--- src/rtl/regs_pkg.sv ---
// Shared constants for the serial-to-parallel framer and the register stage it feeds.
package regs_pkg;

  // Framer FSM state encodings.
  localparam logic [0:0] ST_IDLE  = 1'b0;
  localparam logic [0:0] ST_SHIFT = 1'b1;

  // Word width of the downstream parallel register stage.
  localparam int REG_W = 8;

endpackage : regs_pkg

--- src/rtl/bit_counter.sv ---
// Modulo-MOD bit counter. The sync clear is applied first and the enable second,
// so clr and en together leave the counter at 1 (the first bit of a new frame).
// A count of MOD-1 plus an enable wraps to 0.
module bit_counter #(
  parameter  int MOD = 8,
  localparam int CW  = $clog2(MOD + 1)
) (
  input  logic          clk,
  input  logic          rst_n,
  input  logic          en,
  input  logic          clr,
  output logic [CW-1:0] count
);

  localparam logic [CW-1:0] LAST_C = CW'(MOD - 1);

  logic [CW-1:0] count_r;
  logic [CW-1:0] base_s;
  logic [CW-1:0] next_s;

  // Next-count computation: optional clear, then optional increment with wrap.
  always_comb begin
    base_s = '0;
    next_s = '0;
    if (clr) begin
      base_s = '0;
    end else begin
      base_s = count_r;
    end
    if (en) begin
      if (base_s == LAST_C) begin
        next_s = '0;
      end else begin
        next_s = base_s + CW'(1);
      end
    end else begin
      next_s = base_s;
    end
  end

  // Count register.
  always_ff @(posedge clk or negedge rst_n) begin
    if (!rst_n) begin
      count_r <= '0;
    end else begin
      count_r <= next_s;
    end
  end

  assign count = count_r;

endmodule : bit_counter

--- src/rtl/sipo_framer.sv ---
// Serial-to-parallel framer: collects framed serial bits into a WIDTH-bit word
// and offers it on a valid/ready port through a separate holding register, so
// the next frame can shift in while the current word waits for the consumer.
module sipo_framer #(
  parameter int WIDTH     = regs_pkg::REG_W,
  parameter bit MSB_FIRST = 1'b1
) (
  input  logic                       clk,
  input  logic                       rst,
  input  logic                       serial_in,
  input  logic                       bit_valid,
  input  logic                       frame_start,
  input  logic                       out_ready,
  input  logic                       clr_err,
  output logic [WIDTH-1:0]           parallel_out,
  output logic                       out_valid,
  output logic                       busy,
  output logic [$clog2(WIDTH+1)-1:0] bit_count,
  output logic                       overrun,
  output logic                       frame_err
);

  import regs_pkg::*;

  localparam int              CW     = $clog2(WIDTH + 1);
  localparam logic [CW-1:0]   LAST_C = CW'(WIDTH - 1);

  logic [0:0]       state_r;
  logic [0:0]       state_next_s;
  logic [WIDTH-1:0] sr_r;
  logic [WIDTH-1:0] sr_base_s;
  logic [WIDTH-1:0] shifted_s;
  logic             start_s;
  logic             accept_s;
  logic             restart_s;
  logic             complete_s;
  logic             load_s;
  logic             drop_s;
  logic             xfer_s;

  // A frame_start bit always begins a new frame; in SHIFT it also aborts the old one.
  assign start_s    = bit_valid & frame_start;
  assign accept_s   = start_s | (bit_valid & (state_r == ST_SHIFT));
  assign restart_s  = start_s & (state_r == ST_SHIFT);
  assign complete_s = bit_valid & ~frame_start & (state_r == ST_SHIFT) & (bit_count == LAST_C);
  assign xfer_s     = out_valid & out_ready;
  assign load_s     = complete_s & (~out_valid | out_ready);
  assign drop_s     = complete_s & out_valid & ~out_ready;
  assign busy       = (state_r == ST_SHIFT);

  bit_counter #(.MOD(WIDTH)) u_bit_counter (
    .clk   (clk),
    .rst_n (rst),
    .en    (accept_s),
    .clr   (start_s),
    .count (bit_count)
  );

  // Shift-register next value; a new frame starts from an empty register.
  always_comb begin
    sr_base_s = '0;
    shifted_s = '0;
    if (start_s) begin
      sr_base_s = '0;
    end else begin
      sr_base_s = sr_r;
    end
    if (MSB_FIRST) begin
      shifted_s = {sr_base_s[WIDTH-2:0], serial_in};
    end else begin
      shifted_s = {serial_in, sr_base_s[WIDTH-1:1]};
    end
  end

  // Shift register: advances on every accepted bit.
  always_ff @(posedge clk or negedge rst) begin
    if (!rst) begin
      sr_r <= '0;
    end else if (accept_s) begin
      sr_r <= shifted_s;
    end else begin
      sr_r <= sr_r;
    end
  end

  // FSM next-state: enter SHIFT on a frame start, return to IDLE on completion.
  always_comb begin
    state_next_s = state_r;
    case (state_r)
      ST_IDLE: begin
        if (start_s) begin
          state_next_s = ST_SHIFT;
        end else begin
          state_next_s = ST_IDLE;
        end
      end
      ST_SHIFT: begin
        if (complete_s) begin
          state_next_s = ST_IDLE;
        end else begin
          state_next_s = ST_SHIFT;
        end
      end
      default: state_next_s = ST_IDLE;
    endcase
  end

  // FSM state register.
  always_ff @(posedge clk or negedge rst) begin
    if (!rst) begin
      state_r <= ST_IDLE;
    end else begin
      state_r <= state_next_s;
    end
  end

  // Output holding register: load a finished word if the slot is free or being freed.
  always_ff @(posedge clk or negedge rst) begin
    if (!rst) begin
      parallel_out <= '0;
      out_valid    <= 1'b0;
    end else if (load_s) begin
      parallel_out <= shifted_s;
      out_valid    <= 1'b1;
    end else if (xfer_s) begin
      parallel_out <= parallel_out;
      out_valid    <= 1'b0;
    end else begin
      parallel_out <= parallel_out;
      out_valid    <= out_valid;
    end
  end

  // Sticky error flags; a new error in the clearing cycle wins over clr_err.
  always_ff @(posedge clk or negedge rst) begin
    if (!rst) begin
      overrun   <= 1'b0;
      frame_err <= 1'b0;
    end else begin
      overrun   <= (clr_err ? 1'b0 : overrun)   | drop_s;
      frame_err <= (clr_err ? 1'b0 : frame_err) | restart_s;
    end
  end

endmodule : sipo_framer

--- config.mk ---
export PLATFORM = sky130hd
export DESIGN_NAME = sipo_framer
export DESIGN_NICKNAME = d
export VERILOG_FILES = /design/src/rtl/regs_pkg.sv /design/src/rtl/bit_counter.sv /design/src/rtl/sipo_framer.sv
export SDC_FILE = /design/constraint.sdc
export NUM_CORES = 1
export LEC_CHECK = 0
export CAP_MARGIN = 20
export CELL_PAD_IN_SITES_DETAIL_PLACEMENT = 1
export CELL_PAD_IN_SITES_GLOBAL_PLACEMENT = 1
export CORE_UTILIZATION = 38
export CTS_CLUSTER_SIZE = 10
export DETAILED_ROUTE_END_ITERATION = 12
export PLACE_DENSITY_LB_ADDON = 0.08
export SETUP_SLACK_MARGIN = 0.3
export SYNTH_ARGS = -nofsm -noshare
export SYNTH_HDL_FRONTEND = slang
export SYNTH_SLANG_ARGS = --single-unit
--- constraint.sdc ---
create_clock -name clk -period 1.75 [get_ports clk]
set_input_delay 0.2625 -clock clk [delete_from_list [all_inputs] [get_ports clk]]
set_output_delay 0.2625 -clock clk [all_outputs]
set_load 0.05 [all_outputs]
---- Word-level counts from Yosys, hierarchy flattened ----
Index checks and enable logic that the tools add are counted.
storage, ports and cells
  register bits ........................... 23
  word-level logic and storage cells ...... 40
  output and inout port bits .............. 16
operators by class
  $add $sub $neg .......................... 1
  reductions and logical operators ........ 1
  multiplexer cells ....................... 11
  equal/unequal tests ..................... 2
  bitwise operators ....................... 18
operators by type and width
  kind                                           count
  two-way mux 4 bit                              3
  AND 1 bit                                      10
  == test 4 x 3 -> 1 bit, second input constant  2
  two-way mux 7 bit                              1
  two-way mux 1 bit                              6
  adder 4 x 1 -> 4 bit, second input constant    1
  inverter 1 bit                                 4
  OR 1 bit                                       4
  case mux 1 bit (2 select lines)                1
  nonzero test 2 bit                             1

---- Logic depth before layout (Yosys ltp) ----
Gate-level depths: netlist of the first run.
  depth in word-level cells ............... 7
  gate-level depth with buffers ........... 8

---- Cells and area by module ----
A second synthesis of the first run with hierarchy kept.
unflattened totals
  cells, all modules ...................... 94
  area, all modules ....................... 1,067.3 µm²
by module, submodules not included
  module       times used  area an instance (µm²)  cells an instance  sequential area each (µm²)
  sipo_framer  1           874.6                   78                 475.5
  bit_counter  1           192.7                   16                 100.1

---- Worst setup path after synthesis of the first run ----
No wires, ideal clock.
  path kind ............................... reg2reg
  start point ............................. register u_bit_counter.count_r[2] (netlist: u_bit_counter.count[2])
  end point ............................... register parallel_out[0]
  required time ........................... 1.625 ns
  period minus slack after synthesis ...... 1.756 ns
  buffers on the path ..................... 1
  path slack .............................. -0.006 ns
  stages on the path, launching flop included .. 5
  arrival time ............................ 1.631 ns
  cells stage by stage .................... dfrtp_1 > nand3_1 > nor4b_4 > buf_6 > mux2_4
between the ends
  word-level cells in the longest chain between the ends .. 3
ends and longest elaborated chain
  what                      line                text
  start: declaration        bit_counter.sv:17   logic [CW-1:0] count_r;
  start signal: assignment  bit_counter.sv:46   count_r <= next_s;
  == test 4 x 3 -> 1 bit    sipo_framer.sv:45   assign complete_s = bit_valid & ~frame_start & (state_r == ST_SHIFT) & (bit_count == LAST_C);
  AND 1 bit                 sipo_framer.sv:45
  AND 1 bit                 sipo_framer.sv:47   assign load_s = complete_s & (~out_valid | out_ready);
  end signal: assignment    sipo_framer.sv:123  parallel_out <= shifted_s;
  end signal: assignment    sipo_framer.sv:126  parallel_out <= parallel_out;
  end signal: assignment    sipo_framer.sv:129  parallel_out <= parallel_out;
  end: declaration          sipo_framer.sv:15   output logic [WIDTH-1:0] parallel_out,
Every way passes these cells.
A chain may end at the register's enable or synchronous reset.

---- Worst setup path in the final report of the first run ----
  start point ............................. register u_bit_counter.count_r[0] (netlist: u_bit_counter.count[0])
  end point ............................... register u_bit_counter.count_r[3] (netlist: u_bit_counter.count[3])
between the ends
  word-level cells in the longest chain between the ends .. 4
ends and longest elaborated chain
  what                                                                   line                                  text
  two-way mux 4 bit *                                                    bit_counter.sv:25                     if (clr) begin
  adder 4 x 1 -> 4 bit / == test 4 x 3 -> 1 bit (equally long branches)  bit_counter.sv:34, bit_counter.sv:31
  two-way mux 4 bit *                                                    bit_counter.sv:31                     if (base_s == LAST_C) begin
  two-way mux 4 bit *                                                    bit_counter.sv:30                     if (en) begin
  via u_bit_counter.next_s[3]                                            bit_counter.sv:19                     logic [CW-1:0] next_s;
Mark *: on every way through the listed nets, which the timed path passes. The rest lies on a longest branch.

==> impl_metrics.env, run 1 <==
export IMPL_reg2regPathDepth=4
export IMPL_avgRoutedWirePerCell_um=15.2
export IMPL_total_power_uw=2100
export IMPL_antenna_found_initial=0
export IMPL_power_density_nw_per_um2=1420
export IMPL_critPathCaptureType="register"
export IMPL_grt_overflow_total=0
export IMPL_criticalPathCategory="register to register"
export IMPL_grt_pass1_vias=931
export IMPL_holdBufCountCts=0
export IMPL_ys_seq_elements=23
export IMPL_period_share=0.800
export IMPL_clkSinkCount=23
export IMPL_htreeDepth=1
export IMPL_maxCapViolCount=0
export IMPL_wirelength_mm=2.56
export IMPL_cts_clk_slew_worst_paths_ns=0.13
export IMPL_final_cell_mix="27 x buf_4, 18 x dfrtp_1, 12 x nand2_1, 10 x inv_1"
export IMPL_synth_area_leaders="dfrtp_1 53%, mux2i_1 6.4%, o2bb2ai_1 4.8%"
export IMPL_core_um2=2730
export IMPL_ant_nets=0
export IMPL_area_growth_pct=35.5
export IMPL_synth_xor_xnor_area_share=0
export IMPL_synthAdderAreaFrac=0.0115
export IMPL_layout_commonest_cell="buf_4"
export IMPL_yosys_warnings=0
export IMPL_synthSimpleGateAreaFrac=0.179
export IMPL_antenna_cells=0
export IMPL_startpoint_type="register"
export IMPL_drive_gt1_frac=0.377
export IMPL_grtUsageTotal=0.192
export IMPL_final_setup_viol_count=0
export IMPL_p_leak_uw=0.000665
export IMPL_fillCellCount=312
export IMPL_synth_compound_area_frac=0.118
export IMPL_max_slew_worst_pin_slew_ns=0.382
export IMPL_rrSetupSlack_ns=0.35
export IMPL_r2r_end="u_bit_counter.count[3]"
export IMPL_synth_top_family_by_area="simple AND/OR/NAND/NOR gates"
export IMPL_clock_skew_ns=0.00177
export IMPL_ys_types=26
export IMPL_cts_root_buf="clkbuf_4"
export IMPL_vias_per_cell=5.08
export IMPL_dpl_cell_area_um2=1410
export IMPL_drc=0
export IMPL_gp_congestion=0.706
export IMPL_dieArea_um2=3090
export IMPL_hpwl_mm=1.72
export IMPL_rsz0062_at_grt="false"
export IMPL_stdcell_area_um2=1480
export IMPL_worst_ir_drop_vdd_mv=0.921
export IMPL_max_slew_margin=0.744
export IMPL_r2r_start="u_bit_counter.count[0]"
export IMPL_crit_fanout=5
export IMPL_rows=19
export IMPL_seqCellArea_um2=582
export IMPL_synthMuxAreaShare=0.0985
export IMPL_drv_slew=0
export IMPL_synth_nets=109
export IMPL_min_path_type="primary input to asynchronous set/reset pin"
export IMPL_grt_max_degree=24
export IMPL_cts_buffers=3
export IMPL_yosysTopAreaCell="dfrtp_1"
export IMPL_clockBufferDepth=2
export IMPL_dr_total_vias=859
export IMPL_clk_insertion_delay_late_ns=0.32
export IMPL_dr_pass1_iters=3
export IMPL_boundaryPins=23
export IMPL_die_w_um=55.6
export IMPL_multiInputGateArea_um2=485
export IMPL_initial_core_util=0.400
export IMPL_hold_viol=0
export IMPL_synthCells=101
export IMPL_drt_iter0_markers=15
export IMPL_synth_top_area_share=0.527
export IMPL_synth_seq_area_share=0.527
export IMPL_finalNetCount=147
export IMPL_grt_pass1_wl_mm=4.49
export IMPL_die_y_um=55.6
export IMPL_status="complete, no violations"
export IMPL_worstPathRequired_ns=2.00
export IMPL_worst_ep_arrival_time_ns=1.65
export IMPL_io_buffers=22
export IMPL_cts_tree="yes"
export IMPL_syn_mean_instance_area_um2=10.8
export IMPL_fmax_mhz=714
export IMPL_fin_crit_ns=1.40
export IMPL_syn_area_um2=1090
[synth_stat cells, drive strengths merged]
cell	n
nor3	1
o21ai	4
o31ai	1
o22ai	1
nand3b	1
and2	3
a21boi	1
nor2b	7
inv	10
nor2	1
o2bb2ai	6
buf	3
ha	1
nand2b	1
dfrtp	23
or3	1
nand2	13
nand3	2
or4	1
a21oi	7
nor4b	1
clkbuf	2
mux2i	7
mux2	3
[power by group]
| part | switching [uW] | internal, uW |
|---|---|---|
| Combinational | 675 | 370 |
| Clock | 170 | 89.4 |
| Sequential | 123 | 677 |
| Total | 969 | 1140 |
[critical path: stages, from the launching register on]
cell,delay (ns)
dfrtp_2,0.47
and2_4,0.18
ha_4,0.15
or4_1,0.39
a21boi_1,0.14
[state kept, by name (all words and copies together) (netlist names)]
| name | cells |
|---|---|
| overrun | 1 |
| u_bit_counter.count | 4 |
| frame_err | 1 |
| parallel_out | 8 |
| busy | 1 |
| out_valid | 1 |
| sr_r | 7 |
[cell type report]
type / instances / share of cell area
Clock buffer: 4 / 0.0178
Tap cell: 31 / 0.0262
Inverter: 10 / 0.0254
Sequential cell: 23 / 0.393
Multi-Input combinational cell: 63 / 0.328
Timing Repair Buffer: 38 / 0.210
[timing repair]
item / in CTS / in global routing
pin swaps: 5 / 1
setup buffers: 4 / 0
setup endpoints to repair: 14 / 7
gates resized for setup: 14 / 4
[per-layer routing]
metal | up-vias | global-route usage | share of wire
met3 | 4 | 0.0395 | 0.041
li1 | 416 | - | -
met1 | 422 | 0.250 | 0.46
met5 | - | 0 | 0
met4 | 0 | 0.0964 | 0.020
met2 | 17 | 0.303 | 0.48
[per-stage QoR]
stage | hold WS, ns | worst slack [ns] | std cells | utilization | TNS [ns]
6_report | 0.277 | 0.350 | 169 | 0.541 | 0
4_1_cts | 0.276 | 0.267 | 169 | 0.540 | 0
5_1_grt | 0.313 | 0.301 | 169 | 0.541 | 0
3_3_place_gp | 0.496 | -0.198 | 161 | 0.516 | -1.54
3_5_place_dp | 0.503 | -0.264 | 161 | 0.516 | -1.74
2_1_floorplan | -0.0331 | 0.222 | 101 | - | 0
[worst max path at each step]
stage,from,end,slack (ns)
2_1_floorplan,u_bit_counter.count[3],parallel_out[0],0.22
3_3_place_gp,bit_valid,u_bit_counter.count[3],-0.20
3_5_place_dp,bit_valid,u_bit_counter.count[3],-0.26
4_1_cts,parallel_out[1],parallel_out[1],0.27
5_1_grt,busy,sr_r[1],0.30
6_report,u_bit_counter.count[0],u_bit_counter.count[3],0.35
[cell families (layout without fill, tap and decap cells)]
| kind of cell | after synthesis | in the layout |
|---|---|---|
| AND/OR/NAND/NOR | 32 | 32 |
| adder cells (fa/ha/maj) | 1 | 1 |
| AO/OA/AOI/OAI | 20 | 20 |
| buffers and inverters | 15 | 52 |
| multiplexers | 10 | 10 |
| flip-flops | 23 | 23 |
(Power assumes the default switching activity.)
==> run 2, diff against run 1 <==
- CORE_UTILIZATION: 38 -> 34
- clock period: 1.75 -> 1.2 ns (I/O delays scaled with it)
==> impl_metrics.env, run 2 (synthesis gave the netlist of run 1 again) <==
export IMPL_total_power_uw=3980
export IMPL_cts_buffers=3
export IMPL_clock_skew_ns=0.00984
export IMPL_avgRoutedWirePerCell_um=16.0
export IMPL_vias_per_cell=4.83
export IMPL_fin_util=0.635
export IMPL_antenna_cells=0
export IMPL_initial_core_util=0.358
export IMPL_violations="negative setup slack"
export IMPL_seqCellArea_um2=582
export IMPL_drt_iter0_markers=7
export IMPL_drv_slew=0
export IMPL_grt_max_degree=24
export IMPL_drc=0
export IMPL_die_y_um=58.7
export IMPL_fmax_mhz=714
export IMPL_hold_slack_ns=0.164
export IMPL_min_path_type="primary input to asynchronous set/reset pin"
export IMPL_cts_clk_slew_worst_paths_ns=0.15
export IMPL_wirelength_mm=3.14
export IMPL_critPathCaptureType="register"
export IMPL_final_cell_mix="18 x dfrtp_1, 18 x buf_4, 17 x buf_12, 11 x nand2_1, 10 x inv_1"
export IMPL_worstPathRequired_ns=1.48
export IMPL_fin_tns_setup_ns=-2.12
export IMPL_clkSinkCount=23
export IMPL_rows=20
export IMPL_period_share=1.17
export IMPL_maxCapViolCount=0
export IMPL_antenna_found_initial=0
export IMPL_max_slew_margin=0.872
export IMPL_fin_crit_ns=1.40
export IMPL_hold_viol=0
export IMPL_htreeDepth=1
export IMPL_ant_nets=0
export IMPL_criticalPathCategory="register to register"
export IMPL_p_leak_uw=0.000862
export IMPL_hpwl_mm=2.08
export IMPL_finalWorstSetupSlack_ns=-0.201
export IMPL_clk_insertion_delay_late_ns=0.35
export IMPL_multiInputGateArea_um2=572
export IMPL_gp_congestion=0.728
export IMPL_dr_pass1_iters=2
export IMPL_grt_overflow_total=0
export IMPL_clockBufferDepth=2
export IMPL_io_buffers=22
export IMPL_core_um2=3050
export IMPL_fillCellCount=319
export IMPL_drive_gt1_frac=0.553
export IMPL_dr_total_vias=947
export IMPL_cts_tree="yes"
export IMPL_crit_fanout=3
export IMPL_worst_ir_drop_vdd_mv=1.26
export IMPL_status="finished, violations left"
export IMPL_cts_root_buf="clkbuf_4"
export IMPL_rsz0062_at_grt="true"
export IMPL_grt_pass1_vias=996
export IMPL_area_growth_pct=77.4
export IMPL_die_w_um=58.7
export IMPL_boundaryPins=23
export IMPL_power_density_nw_per_um2=2050
export IMPL_grt_pass1_wl_mm=4.61
export IMPL_regMostFlops="parallel_out"
export IMPL_worst_ep_arrival_time_ns=1.68
export IMPL_max_slew_worst_pin_slew_ns=0.192
export IMPL_final_setup_viol_count=25
export IMPL_dieArea_um2=3440
export IMPL_startpoint_type="register"
export IMPL_grtUsageTotal=0.184
export IMPL_finalNetCount=161
export IMPL_largest_reg_flops=8
[run 2: cell count changes in the layout (fill, tap and decap cells not counted), moves of 3 or more]
cell,previous run,this run
a21oi_2,1,7
buf_4,27,18
a21oi_1,6,0
buf_12,0,17
buf_6,1,9
clkdlybuf4s15_2,3,0
[run 2: layout make-up]
cell class	count	area share
timing repair buffer	52	0.343
clock buffer	3	0.0116
inverter	10	0.0194
multi-input combinational	63	0.295
clock inverter	1	0.00258
tap	44	0.0284
sequential	23	0.300
[run 2: final timing paths]
| path | depth (start not counted) | slack (ns) | startpoint | endpoint |
|---|---|---|---|---|
| max reg2reg | 4 | -0.20 | u_bit_counter.count[1] | u_bit_counter.count[3] |
| min reg2reg | 1 | 0.53 | sr_r[6] | sr_r[6] |
| min | 2 | 0.16 | rst | busy |
| max in group asynchronous | 2 | 0.88 | rst | u_bit_counter.count[1] |
| min in group clk | 2 | 0.43 | clr_err | frame_err |
| max | 4 | -0.20 | u_bit_counter.count[1] | u_bit_counter.count[3] |
[run 2: report_power, final]
| part | total [uW] | switching [uW] | internal (uW) |
|---|---|---|---|
| clock network | 408 | 282 | 126 |
| logic | 2330 | 1130 | 1200 |
| registers | 1240 | 255 | 988 |
| total | 3980 | 1670 | 2310 |
[run 2: critical path: stages (launching register included)]
cell	delay, ns
dfrtp_2	0.48
and2_4	0.17
ha_4	0.15
or4_1	0.40
a21boi_1	0.14
[run 2: what timing repair did]
action                                  CTS  global route
resized for setup                        23             8
hold buffers                              0             0
buffers inserted                          4             4
endpoints found under the setup margin   38            39
pin swaps                                 6             4
[run 2: routing by layer]
layer  part of all wire  vias to the layer above  track usage
met5                  0                        -            0
met3              0.032                        5       0.0198
met1               0.43                      477        0.221
li1                   -                      443            -
met2               0.52                       22        0.325
met4              0.024                        0       0.0918
[run 2: through the flow]
| step | std cells | worst slack (ns) | area [um2] |
|---|---|---|---|
| final | 196 | -0.201 | 1940 |
| after floorplan | 101 | -0.327 | 1180 |
| after CTS | 192 | -0.176 | 1870 |
| after global placement | 184 | -0.627 | 1740 |
| after detailed placement | 184 | -0.659 | 1740 |
| after global routing | 196 | -0.219 | 1940 |
